$ cat config.mk
export PLATFORM = sky130hd
export DESIGN_NAME = kernel_pad
export DESIGN_NICKNAME = d
export VERILOG_FILES = /design/src/rtl/kernel_pad_pkg.sv /design/src/rtl/rowbuffer.sv /design/src/rtl/sync_fifo.sv /design/src/rtl/kernel_pad.sv
export SDC_FILE = /design/constraint.sdc
export NUM_CORES = 1
export LEC_CHECK = 0
export BUFFER_PORTS_ARGS = -buffer_cell sky130_fd_sc_hd__buf_2
export CORE_MARGIN = 3
export CORE_UTILIZATION = 60
export DETAILED_ROUTE_END_ITERATION = 8
export GPL_ROUTABILITY_DRIVEN = 0
export PLACE_DENSITY_LB_ADDON = 0.15
export SYNTH_ARGS = -nofsm -noshare
export SYNTH_HDL_FRONTEND = slang
export SYNTH_HIERARCHICAL = 1
export SYNTH_SLANG_ARGS = --single-unit
$ cat constraint.sdc
create_clock -name clk -period 8.7 [get_ports clk]
set_input_delay 1.305 -clock clk [delete_from_list [all_inputs] [get_ports clk]]
set_output_delay 1.305 -clock clk [all_outputs]
set_load 0.1 [all_outputs]
$ cat src/rtl/kernel_pad_pkg.sv
// kernel_pad_pkg: shared stream dtype codes, header offsets
// and the kernel_pad output FSM state encoding.
package kernel_pad_pkg;

  localparam int DTYPE_WIDTH = 8;

  localparam logic [DTYPE_WIDTH-1:0] DTYPE_FRAME_START  = 8'h01;
  localparam logic [DTYPE_WIDTH-1:0] DTYPE_FRAME_END    = 8'h02;
  localparam logic [DTYPE_WIDTH-1:0] DTYPE_ROW_START    = 8'h03;
  localparam logic [DTYPE_WIDTH-1:0] DTYPE_ROW_END      = 8'h04;
  localparam logic [DTYPE_WIDTH-1:0] DTYPE_HEADER_START = 8'h05;
  localparam logic [DTYPE_WIDTH-1:0] DTYPE_HEADER       = 8'h06;
  localparam logic [DTYPE_WIDTH-1:0] DTYPE_PIXEL        = 8'h80;
  localparam logic [DTYPE_WIDTH-1:0] DTYPE_PIXEL_MASK   = 8'h80;

  localparam int HDR_AW = 8;
  localparam logic [HDR_AW-1:0] Image_num_cols = 8'd0;
  localparam logic [HDR_AW-1:0] Image_num_rows = 8'd1;

  typedef enum logic [2:0] {
    KPAD_PASS,
    KPAD_COLPAD,
    KPAD_RP_START,
    KPAD_RP_PIX,
    KPAD_RP_END,
    KPAD_RP_FEND
  } kpad_state_e;

  function automatic logic is_pixel(
    input logic [DTYPE_WIDTH-1:0] dt
  );
    return (dt & DTYPE_PIXEL_MASK) != '0;
  endfunction

endpackage

$ cat src/rtl/rowbuffer.sv
// rowbuffer: single-row line store with one write port
// and one registered read port.
module rowbuffer #(
  parameter int ADDR_WIDTH = 11,
  parameter int DATA_WIDTH = 10
) (
  input  logic                  clk,
  input  logic                  wr_en,
  input  logic [ADDR_WIDTH-1:0] wr_addr,
  input  logic [DATA_WIDTH-1:0] wr_data,
  input  logic [ADDR_WIDTH-1:0] rd_addr,
  output logic [DATA_WIDTH-1:0] rd_data
);

  logic [DATA_WIDTH-1:0] mem [2**ADDR_WIDTH];

  always_ff @(posedge clk) begin
    if (wr_en) mem[wr_addr] <= wr_data;
    rd_data <= mem[rd_addr];
  end

endmodule

$ cat src/rtl/sync_fifo.sv
// sync_fifo: show-ahead synchronous FIFO; a write to a full
// FIFO is accepted when a pop happens in the same cycle.
module sync_fifo #(
  parameter int DEPTH = 8,
  parameter int WIDTH = 24
) (
  input  logic             clk,
  input  logic             reset,
  input  logic             wr_en,
  input  logic [WIDTH-1:0] wr_data,
  input  logic             rd_en,
  output logic [WIDTH-1:0] rd_data,
  output logic             full,
  output logic             empty
);

  localparam int AW = $clog2(DEPTH);

  logic [WIDTH-1:0] mem [DEPTH];
  logic [AW:0]      wp;
  logic [AW:0]      rp;
  logic             push;
  logic             pull;

  assign empty = (wp == rp);
  assign full  = (wp[AW] != rp[AW]) &&
                 (wp[AW-1:0] == rp[AW-1:0]);
  assign pull  = rd_en && !empty;
  assign push  = wr_en && (!full || pull);

  assign rd_data = mem[rp[AW-1:0]];

  always_ff @(posedge clk or posedge reset) begin
    if (reset) begin
      wp <= '0;
      rp <= '0;
    end else begin
      if (push) wp <= wp + (AW+1)'(1);
      if (pull) rp <= rp + (AW+1)'(1);
    end
  end

  always_ff @(posedge clk) begin
    if (push) mem[wp[AW-1:0]] <= wr_data;
  end

endmodule

$ cat src/rtl/kernel_pad.sv
// kernel_pad: re-expands kernel-stage frames by KERNEL_SIZE-1
// cols (and rows when KERNEL_PAD_ROWS_EN is defined).
module kernel_pad
  import kernel_pad_pkg::*;
#(
  parameter int KERNEL_SIZE    = 3,
  parameter int PIXEL_WIDTH    = 10,
  parameter int DATA_WIDTH     = 16,
  parameter int MAX_COLS       = 1288,
  parameter int NUM_COLS_WIDTH = 11,
  parameter int FIFO_DEPTH     = 8
) (
  input  logic                   clk,
  input  logic                   reset,
  input  logic                   enable,
  input  logic                   dvi,
  input  logic [DTYPE_WIDTH-1:0] dtypei,
  input  logic [DATA_WIDTH-1:0]  datai,
  output logic                   dvo,
  output logic [DTYPE_WIDTH-1:0] dtypeo,
  output logic [DATA_WIDTH-1:0]  datao,
  output logic                   overflow
);

  localparam int PAD = KERNEL_SIZE - 1;
  localparam int FW  = DTYPE_WIDTH + DATA_WIDTH;
  localparam int CW  = NUM_COLS_WIDTH;

  typedef logic [CW:0] cnt_t;
  localparam cnt_t PAD_C = cnt_t'(PAD);
  localparam cnt_t C1    = cnt_t'(1);

  kpad_state_e state, nstate;

  logic                   full, empty, pop, hold;
  logic [FW-1:0]          fdata, held;
  logic [DTYPE_WIDTH-1:0] f_dt, held_dt, n_dt;
  logic [DATA_WIDTH-1:0]  f_dat, held_dat, n_dat;
  logic                   f_pix, hdr_hit, n_dv;
  logic                   frame_en;
  cnt_t                   cnt, ncnt, row, nrow;
  logic [CW-1:0]          col, ncols;
  logic [PIXEL_WIDTH-1:0] last_pix, rb_rdata;
  logic [HDR_AW-1:0]      haddr;

  assign {f_dt, f_dat}       = fdata;
  assign {held_dt, held_dat} = held;
  assign f_pix               = is_pixel(f_dt);

  function automatic logic [DATA_WIDTH-1:0] zext(
    input logic [PIXEL_WIDTH-1:0] p
  );
    return DATA_WIDTH'(p);
  endfunction

  sync_fifo #(
    .DEPTH(FIFO_DEPTH),
    .WIDTH(FW)
  ) u_fifo (
    .clk    (clk),
    .reset  (reset),
    .wr_en  (dvi),
    .wr_data({dtypei, datai}),
    .rd_en  (pop),
    .rd_data(fdata),
    .full   (full),
    .empty  (empty)
  );

`ifdef KERNEL_PAD_ROWS_EN
  localparam bit ROWS_EN = 1'b1;

  logic [CW-1:0] rb_raddr;

  // read address leads the emitted pixel index by one cycle
  assign rb_raddr = (state == KPAD_RP_PIX) ?
                    cnt[CW-1:0] + CW'(1) : '0;

  rowbuffer #(
    .ADDR_WIDTH(NUM_COLS_WIDTH),
    .DATA_WIDTH(PIXEL_WIDTH)
  ) u_rowbuf (
    .clk    (clk),
    .wr_en  (pop && f_pix),
    .wr_addr(col),
    .wr_data(f_dat[PIXEL_WIDTH-1:0]),
    .rd_addr(rb_raddr),
    .rd_data(rb_rdata)
  );
`else
  localparam bit ROWS_EN = 1'b0;

  assign rb_rdata = '0;
`endif

  assign hdr_hit = frame_en && (f_dt == DTYPE_HEADER) &&
                   ((haddr == Image_num_cols) ||
                    (ROWS_EN && haddr == Image_num_rows));

  always_comb begin
    nstate = state;
    ncnt   = cnt;
    nrow   = row;
    pop    = 1'b0;
    hold   = 1'b0;
    n_dv   = 1'b0;
    n_dt   = '0;
    n_dat  = '0;
    unique case (state)
      KPAD_PASS: begin
        if (!empty) begin
          pop = 1'b1;
          if (frame_en && f_dt == DTYPE_ROW_END) begin
            hold   = 1'b1;
            ncnt   = '0;
            nstate = KPAD_COLPAD;
          end else if (ROWS_EN && PAD > 0 && frame_en &&
                       f_dt == DTYPE_FRAME_END) begin
            hold   = 1'b1;
            nrow   = '0;
            nstate = KPAD_RP_START;
          end else begin
            n_dv  = 1'b1;
            n_dt  = f_dt;
            n_dat = hdr_hit ?
                    f_dat + DATA_WIDTH'(PAD) : f_dat;
          end
        end
      end
      KPAD_COLPAD: begin
        n_dv = 1'b1;
        if (cnt == PAD_C) begin
          n_dt   = held_dt;
          n_dat  = held_dat;
          nstate = KPAD_PASS;
        end else begin
          n_dt  = DTYPE_PIXEL;
          n_dat = zext(last_pix);
          ncnt  = cnt + C1;
        end
      end
      KPAD_RP_START: begin
        n_dv   = 1'b1;
        n_dt   = DTYPE_ROW_START;
        ncnt   = '0;
        nstate = KPAD_RP_PIX;
      end
      KPAD_RP_PIX: begin
        n_dv  = 1'b1;
        n_dt  = DTYPE_PIXEL;
        n_dat = (cnt < {1'b0, ncols}) ?
                zext(rb_rdata) : zext(last_pix);
        ncnt  = cnt + C1;
        if (cnt == {1'b0, ncols} + PAD_C - C1)
          nstate = KPAD_RP_END;
      end
      KPAD_RP_END: begin
        n_dv   = 1'b1;
        n_dt   = DTYPE_ROW_END;
        nrow   = row + C1;
        nstate = (row == PAD_C - C1) ?
                 KPAD_RP_FEND : KPAD_RP_START;
      end
      KPAD_RP_FEND: begin
        n_dv   = 1'b1;
        n_dt   = held_dt;
        n_dat  = held_dat;
        nstate = KPAD_PASS;
      end
      default: nstate = KPAD_PASS;
    endcase
  end

  always_ff @(posedge clk or posedge reset) begin
    if (reset) begin
      state    <= KPAD_PASS;
      cnt      <= '0;
      row      <= '0;
      held     <= '0;
      frame_en <= 1'b0;
      col      <= '0;
      ncols    <= '0;
      last_pix <= '0;
      haddr    <= '0;
      dvo      <= 1'b0;
      dtypeo   <= '0;
      datao    <= '0;
      overflow <= 1'b0;
    end else begin
      state  <= nstate;
      cnt    <= ncnt;
      row    <= nrow;
      dvo    <= n_dv;
      dtypeo <= n_dt;
      datao  <= n_dat;
      if (dvi && full && !pop) overflow <= 1'b1;
      if (hold) held <= fdata;
      if (pop) begin
        unique case (1'b1)
          f_pix: begin
            last_pix <= f_dat[PIXEL_WIDTH-1:0];
            if (col != CW'(MAX_COLS))
              col <= col + CW'(1);
          end
          f_dt == DTYPE_FRAME_START:
            frame_en <= enable;
          f_dt == DTYPE_ROW_START: begin
            col      <= '0;
            last_pix <= '0;
          end
          f_dt == DTYPE_ROW_END:
            ncols <= col;
          f_dt == DTYPE_HEADER_START:
            haddr <= '0;
          f_dt == DTYPE_HEADER:
            haddr <= haddr + HDR_AW'(1);
          default: ;
        endcase
      end
    end
  end

endmodule

* Word level (Yosys, flattened, before mapping) *
Memories as Yosys holds them, arrays and structs flattened.
Cells that the tools add are included.

cells by class
  $add $sub $neg = 9
  reduce and logical (&&, ||, !) cells = 25
  mux-type cells = 34
  equal/unequal tests = 23
  $lt $le $gt $ge = 1

operators by type and width
  cell                                                 count
  two-way mux 16 bit                                   4
  one-hot mux 16 bit (4 select lines)                  1
  one-hot mux 12 bit (4 select lines)                  1
  one-hot mux 8 bit (6 select lines)                   1
  two-way mux 12 bit                                   3
  adder 12 x 1 -> 12 bit (second input constant)       2
  == test 8 x 3 -> 1 bit (second input constant)       3
  two-way mux 8 bit                                    3
  one-hot mux 11 bit (2 select lines)                  1
  one-hot mux 10 bit (2 select lines)                  1
  adder 16 x 2 -> 16 bit (second input constant)       1
  one-hot mux 8 bit (2 select lines)                   1
  two-way mux 3 bit                                    5
  one-hot mux 3 bit (5 select lines)                   1
  adder 11 x 2 -> 12 bit (second input constant)       1
  == test 12 x 1 -> 1 bit (second input constant)      1
  == test 12 bit                                       1
  == test 12 x 2 -> 1 bit (second input constant)      1
  less-than comparator 12 x 11 -> 1 bit                1
  subtractor 12 x 1 -> 12 bit (second input constant)  1
  adder 11 x 1 -> 11 bit (second input constant)       1
  two-way mux 11 bit                                   1
  != test 11 bit (second input constant)               1
  two-way mux 10 bit                                   1
  other kinds (25)                                     54

storage, ports and cells
  output and inout bits = 26
  input bits = 28
  memories kept = 1
  logic and storage cells = 108
  register bits after elaboration = 126
  bits in writable memories = 192

memory list
  memory      words  bits a word  read ports  clocked after memory_dff  wr ports  line             text
  u_fifo.mem  8      24           1           0                         1         sync_fifo.sv:19  logic [WIDTH-1:0] mem [DEPTH];

* Depth between registers and ports, before layout *
  depth after elaboration = 8
  mapped depth = 12

* Hierarchy *
The synthesis kept the hierarchy.

modules (own cells, without submodules)
  module      seq. area each (um^2)  area each (um^2)  cells an instance  times used
  sync_fifo   5965.7                 7986.4            336                1
  kernel_pad  2952.8                 6105.9            625                1

* Least setup slack after synthesis *
No wires, ideal clock.

  path kind = reg2reg
  from = reg u_fifo.wp[1]
  to = mem u_fifo.mem[0][0] (enable)
  slack = 3.811 ns
  arrival time = 4.423 ns
  cell stages (with the launch flop) = 11
  setup time = 0.466 ns
  cell sequence = dfrtp_1 > buf_2 > xnor2_1 > nand3_2 > buf_4 > nor2_1 > nor4_2 > clkbuf_1 > buf_1 > nor3_2 > nor4_1

on the way
  longest elaborated chain between the ends = 8
  elaborated cells on any way between the ends = 12

ends and longest elaborated chain
  what                                     line               text
  from (decl)                              sync_fifo.sv:20    logic [AW:0] wp;
  from (signal assigned)                   sync_fifo.sv:38    if (push) wp <= wp + (AW+1)'(1);
  == test 4 bit                            sync_fifo.sv:25    assign empty = (wp == rp);
  via empty                                kernel_pad.sv:35   logic full, empty, pop, hold;
  two-way mux 1 bit                        kernel_pad.sv:111  if (!empty) begin
  two-way mux 1 bit                        kernel_pad.sv:109  unique case (state)
  via pop                                  kernel_pad.sv:35
  logical AND 1 bit                        sync_fifo.sv:28    assign pull = rd_en && !empty;
  logical OR 1 bit                         sync_fifo.sv:29    assign push = wr_en && (!full || pull);
  logical AND 1 bit                        sync_fifo.sv:29
  two-way mux 1 bit                        sync_fifo.sv:44    if (push) mem[wp[AW-1:0]] <= wr_data;
  two-way mux 1 bit (not written as such)  sync_fifo.sv:44
  to (decl)                                sync_fifo.sv:19

The timed path passes the listed nets, and every way through them passes these cells.

* Final worst setup path *
  from = reg u_fifo.rp[0]
  to = reg datao[6]

on the way
  longest elaborated chain between the ends = 8
  elaborated cells on any way between the ends = 12

ends and longest elaborated chain
  what                                   line               text
  from (decl)                            sync_fifo.sv:21    logic [AW:0] rp;
  from (signal assigned)                 sync_fifo.sv:39    if (pull) rp <= rp + (AW+1)'(1);
  memory read (8 x 24 bit) *             n/a
  via fdata[19]                          kernel_pad.sv:36   logic [FW-1:0] fdata, held;
  == test 8 x 3 -> 1 bit                 kernel_pad.sv:96   assign hdr_hit = frame_en && (f_dt == DTYPE_HEADER) &&
  logical AND 1 bit (2 in a row)         kernel_pad.sv:96
  two-way mux 16 bit                     kernel_pad.sv:125  n_dat = hdr_hit ?
  two-way mux 16 bit *                   kernel_pad.sv:113  if (frame_en && f_dt == DTYPE_ROW_END) begin
  two-way mux 16 bit *                   kernel_pad.sv:111
  one-hot mux 16 bit (4 select lines) *  kernel_pad.sv:109
  via n_dat[6]                           kernel_pad.sv:38   logic [DATA_WIDTH-1:0] f_dat, held_dat, n_dat;
  to (signal assigned)                   kernel_pad.sv:195  datao <= n_dat;
  to (decl)                              kernel_pad.sv:21   output logic [DATA_WIDTH-1:0] datao,

Mark *: on every way through the listed nets, which the timed path passes. The rest lies on a longest branch.
A chain may end at the register's enable or synchronous reset.

==> impl_metrics.env <==
export IMPL_status="finished clean"
export IMPL_synthCells=961
export IMPL_clock_latency_ns=0.51
export IMPL_stdcell_area_mm2=0.01578
export IMPL_synth_area_leaders="edfxtp_1 41%, dfrtp_1 22%, mux4_1 8.9%"
export IMPL_place_hpwl_um=17030
export IMPL_ys_seq_area_share_pct=63.29
export IMPL_report_final_slew_viol_count=0
export IMPL_ys_flop_type="edfxtp_1"
export IMPL_grt_usage_pct=22.46
export IMPL_maxCapViolCount=0
export IMPL_hp_start="overflow$_DFFE_PP0P_"
export IMPL_syn_nets=1012
export IMPL_slew_headroom_pct=16.77
export IMPL_syn_area_mm2=0.01409
export IMPL_first_pass_iters=5
export IMPL_cts_made_buffers=35
export IMPL_hold_buffers=0
export IMPL_grt_max_degree=75
export IMPL_setup_violations=0
export IMPL_path_cells="buf_4 -> mux4_1 -> mux2_2 -> nor4_4 -> nand4_1 -> or4_1 -> or3_1 -> a21oi_1 -> a221o_1"
export IMPL_syn_avg_cell_area_um2=14.66
export IMPL_routed_via_density=6.022
export IMPL_reg2reg_depth=9
export IMPL_rows=55
export IMPL_cts_resized=0
export IMPL_worstMarginPinSlew_ns=1.248
export IMPL_cts_path_max_buffers=3
export IMPL_rr_endpoint="datao[6]$_DFF_PP0_"
export IMPL_cp_data_required_time_ns=9.14
export IMPL_route_detailed_drc=0
export IMPL_hold_violations=0
export IMPL_htreeDepth=2
export IMPL_grt_setup_unrepaired="no"
export IMPL_path_max_fanout=50
export IMPL_cp_end_kind="flip-flop"
export IMPL_max_stage_delay_ns=0.79
export IMPL_core_mm2=0.02285
export IMPL_cts_root_buffer="clkbuf_16"
export IMPL_wl_per_cell_um=20.48
export IMPL_ios=54
export IMPL_io_buffers=53
export IMPL_synth_edf_count=192
export IMPL_post_route_period_util_pct=49.58
export IMPL_die_area_mm2=0.02536
export IMPL_p_per_area_mw_per_mm2=347.2
export IMPL_syn_to_final_growth_pct=11.97
export IMPL_worstPathArrival_ns=4.75
export IMPL_synth_seq_cells=318
export IMPL_r2r_setup_slack_ns=4.39
export IMPL_post_cts_setup_buffers=0
export IMPL_finalWirelength_um=27870
export IMPL_grt_pass1_vias=8362
export IMPL_min_delay_path_class="flip-flop to flip-flop"
export IMPL_critPathKind="flip-flop to flip-flop"
export IMPL_cts_clk_slew_worst_paths_ns=0.06
export IMPL_crit_end="datao[6]$_DFF_PP0_"
export IMPL_nFillCells=1557
export IMPL_start_kind="flip-flop"
export IMPL_cts_tree="built"
export IMPL_critPathSlowestCell="or4_1"
export IMPL_grt_pass1_wl_um=45080
export IMPL_period_needed_ns=4.313
export IMPL_synth_cell_types=69
export IMPL_ir_drop_mv=0.2651
export IMPL_fmax_mhz=231.9
export IMPL_ant_nets=0
export IMPL_die_y_um=159.3
export IMPL_fin_total_pwr_mw=5.479
export IMPL_regToRegStartpoint="u_fifo/rp[0]$_DFFE_PP0P_"
export IMPL_p_leak_nw=6.077
export IMPL_placed_cell_area_mm2=0.01471
export IMPL_antenna_found_initial=3
export IMPL_setup_tns_final_ns=0
export IMPL_dieWidth_um=159.3
export IMPL_cts_sinks=318
export IMPL_drive_gt1_share_pct=17.19
export IMPL_synth_largest_area_cell="edfxtp_1"
export IMPL_layout_nets=1076
export IMPL_synthArstFlopShare_pct=39.62
export IMPL_start_util_pct=61.68
export IMPL_num_vias=8196
export IMPL_skew_ns=0.01719
export IMPL_synth_top_area_share_pct=40.91
export IMPL_yosys_warnings=6
export IMPL_grt_ovfl_total=0
export IMPL_drtIter0Drc=786
export IMPL_timing_hold_ws_ns=0.4682
export IMPL_cp_startpoint="u_fifo/rp[0]$_DFFE_PP0P_"
==> through the flow <==
stage | std cells | utilization [%] | worst slack, ns
2_1_floorplan | 961 | - | 3.811
3_3_place_gp | 1301 | 64.38 | 4.505
3_5_place_dp | 1301 | 64.38 | 4.451
4_1_cts | 1360 | 69.05 | 4.397
5_1_grt | 1361 | 69.06 | 4.217
6_report | 1361 | 69.06 | 4.387
==> synthesized netlist by cell type (all sizes together), types with 2 or more instances <==
library cell / number
a21o: 6
a21oi: 23
a221o: 10
a22o: 16
a2bb2oi: 2
and2: 17
and3: 5
and4: 4
buf: 15
clkbuf: 26
dfrtp: 126
edfxtp: 192
ha: 23
inv: 34
mux2: 41
mux4: 48
nand2: 72
nand2b: 6
nand3: 22
nand3b: 2
nand4: 17
nor2: 44
nor2b: 10
nor3: 20
nor4: 16
nor4b: 5
o211ai: 3
o21a: 3
o21ai: 58
o311ai: 3
o31ai: 10
or2: 3
or3: 6
or4: 2
xnor2: 37
xor2: 16
==> metal layers <==
| layer | vias up | track usage, % | share of wire (%) |
|---|---|---|---|
| met4 | 4 | 7.521 | 2.6 |
| met5 | - | 0 | 0.10 |
| met3 | 49 | 3.876 | 4.9 |
| met1 | 4106 | 30.60 | 43 |
| li1 | 3828 | - | - |
| met2 | 209 | 37.31 | 49 |
==> worst min-delay path by stage <==
| stage | to | slack [ns] | cells after the start |
|---|---|---|---|
| finish | overflow$_DFFE_PP0P_ | 0.47 | 1 |
| global route | row[11]$_DFFE_PP0N_ | 0.50 | 1 |
| CTS | held[18]$_DFFE_PP0P_ | 0.47 | 1 |
| detailed placement | held[18]$_DFFE_PP0P_ | 0.46 | 1 |
| global placement | held[18]$_DFFE_PP0P_ | 0.45 | 1 |
| floorplan | held[18]$_DFFE_PP0P_ | 0.44 | 1 |
==> state kept, by name, indices dropped and copies added (netlist names), 8 cells and up <==
| signal | flops |
|---|---|
| col | 11 |
| dtypeo | 8 |
| ncols | 11 |
| last_pix | 10 |
| cnt | 12 |
| datao | 16 |
| held | 24 |
| u_fifo/mem | 192 |
| row | 12 |
| haddr | 8 |
==> critical path, delay by kind of cell, from the launching register on <==
family / cells / cell delay, ns
mux: 2 / 0.97
simple gates: 4 / 1.94
buf+inv: 1 / 0.64
flops: 1 / 0.38
compound gates: 2 / 0.27
==> report_power, final <==
part           internal (mW)  leakage, nW  total [mW]  switching, mW
Sequential              1.90         3.39        2.05          0.151
Clock                  0.812        0.518        1.37          0.557
Combinational          0.699         2.17        2.06           1.36
==> cell type report <==
cell class | count | area [um2] | share of cell area (%)
clock buffers | 47 | 972.2 | 6.161
inverters | 34 | 130.1 | 0.8247
diodes | 1 | 2.502 | 0.01586
flip-flops and latches | 318 | 8921 | 56.54
multi-input cells | 568 | 4888 | 30.98
repair buffers | 68 | 377.9 | 2.395
well taps | 313 | 391.6 | 2.482
clock inverters | 12 | 95.09 | 0.6026
==> kinds of logic after synthesis <==
group                    synth area share [%]
flip-flops                              63.29
AND/OR/NAND/NOR                         9.545
AO/OA/AOI/OAI                           7.147
multiplexers                            12.23
buffers and inverters                   2.406
XOR/XNOR                                3.347
adder cells (fa/ha/maj)                 2.042
==> layout by cell type, fill, tap and decap left out, types with 6 or more instances in the layout <==
master	Yosys	routed
nand2_1	72	72
nand3_1	21	21
or3_1	6	6
dfrtp_1	126	124
clkbuf_1	26	8
edfxtp_1	192	192
nor3_1	19	16
buf_2	7	53
nor2_1	44	42
nand2b_1	6	6
xor2_1	16	16
buf_4	1	15
clkinv_1	0	6
and2_1	17	17
nor4_1	13	11
mux2_2	40	40
a21oi_1	23	22
mux4_1	48	48
o21ai_1	6	6
a22o_1	16	16
nand4_1	17	17
ha_1	23	23
o21ai_0	51	51
a21o_1	6	6
inv_1	34	33
o31ai_1	9	9
a221o_1	10	10
xnor2_1	36	36
clkbuf_16	0	36
nor2b_1	10	10
Note: power is estimated with default switching activity, not from simulation.
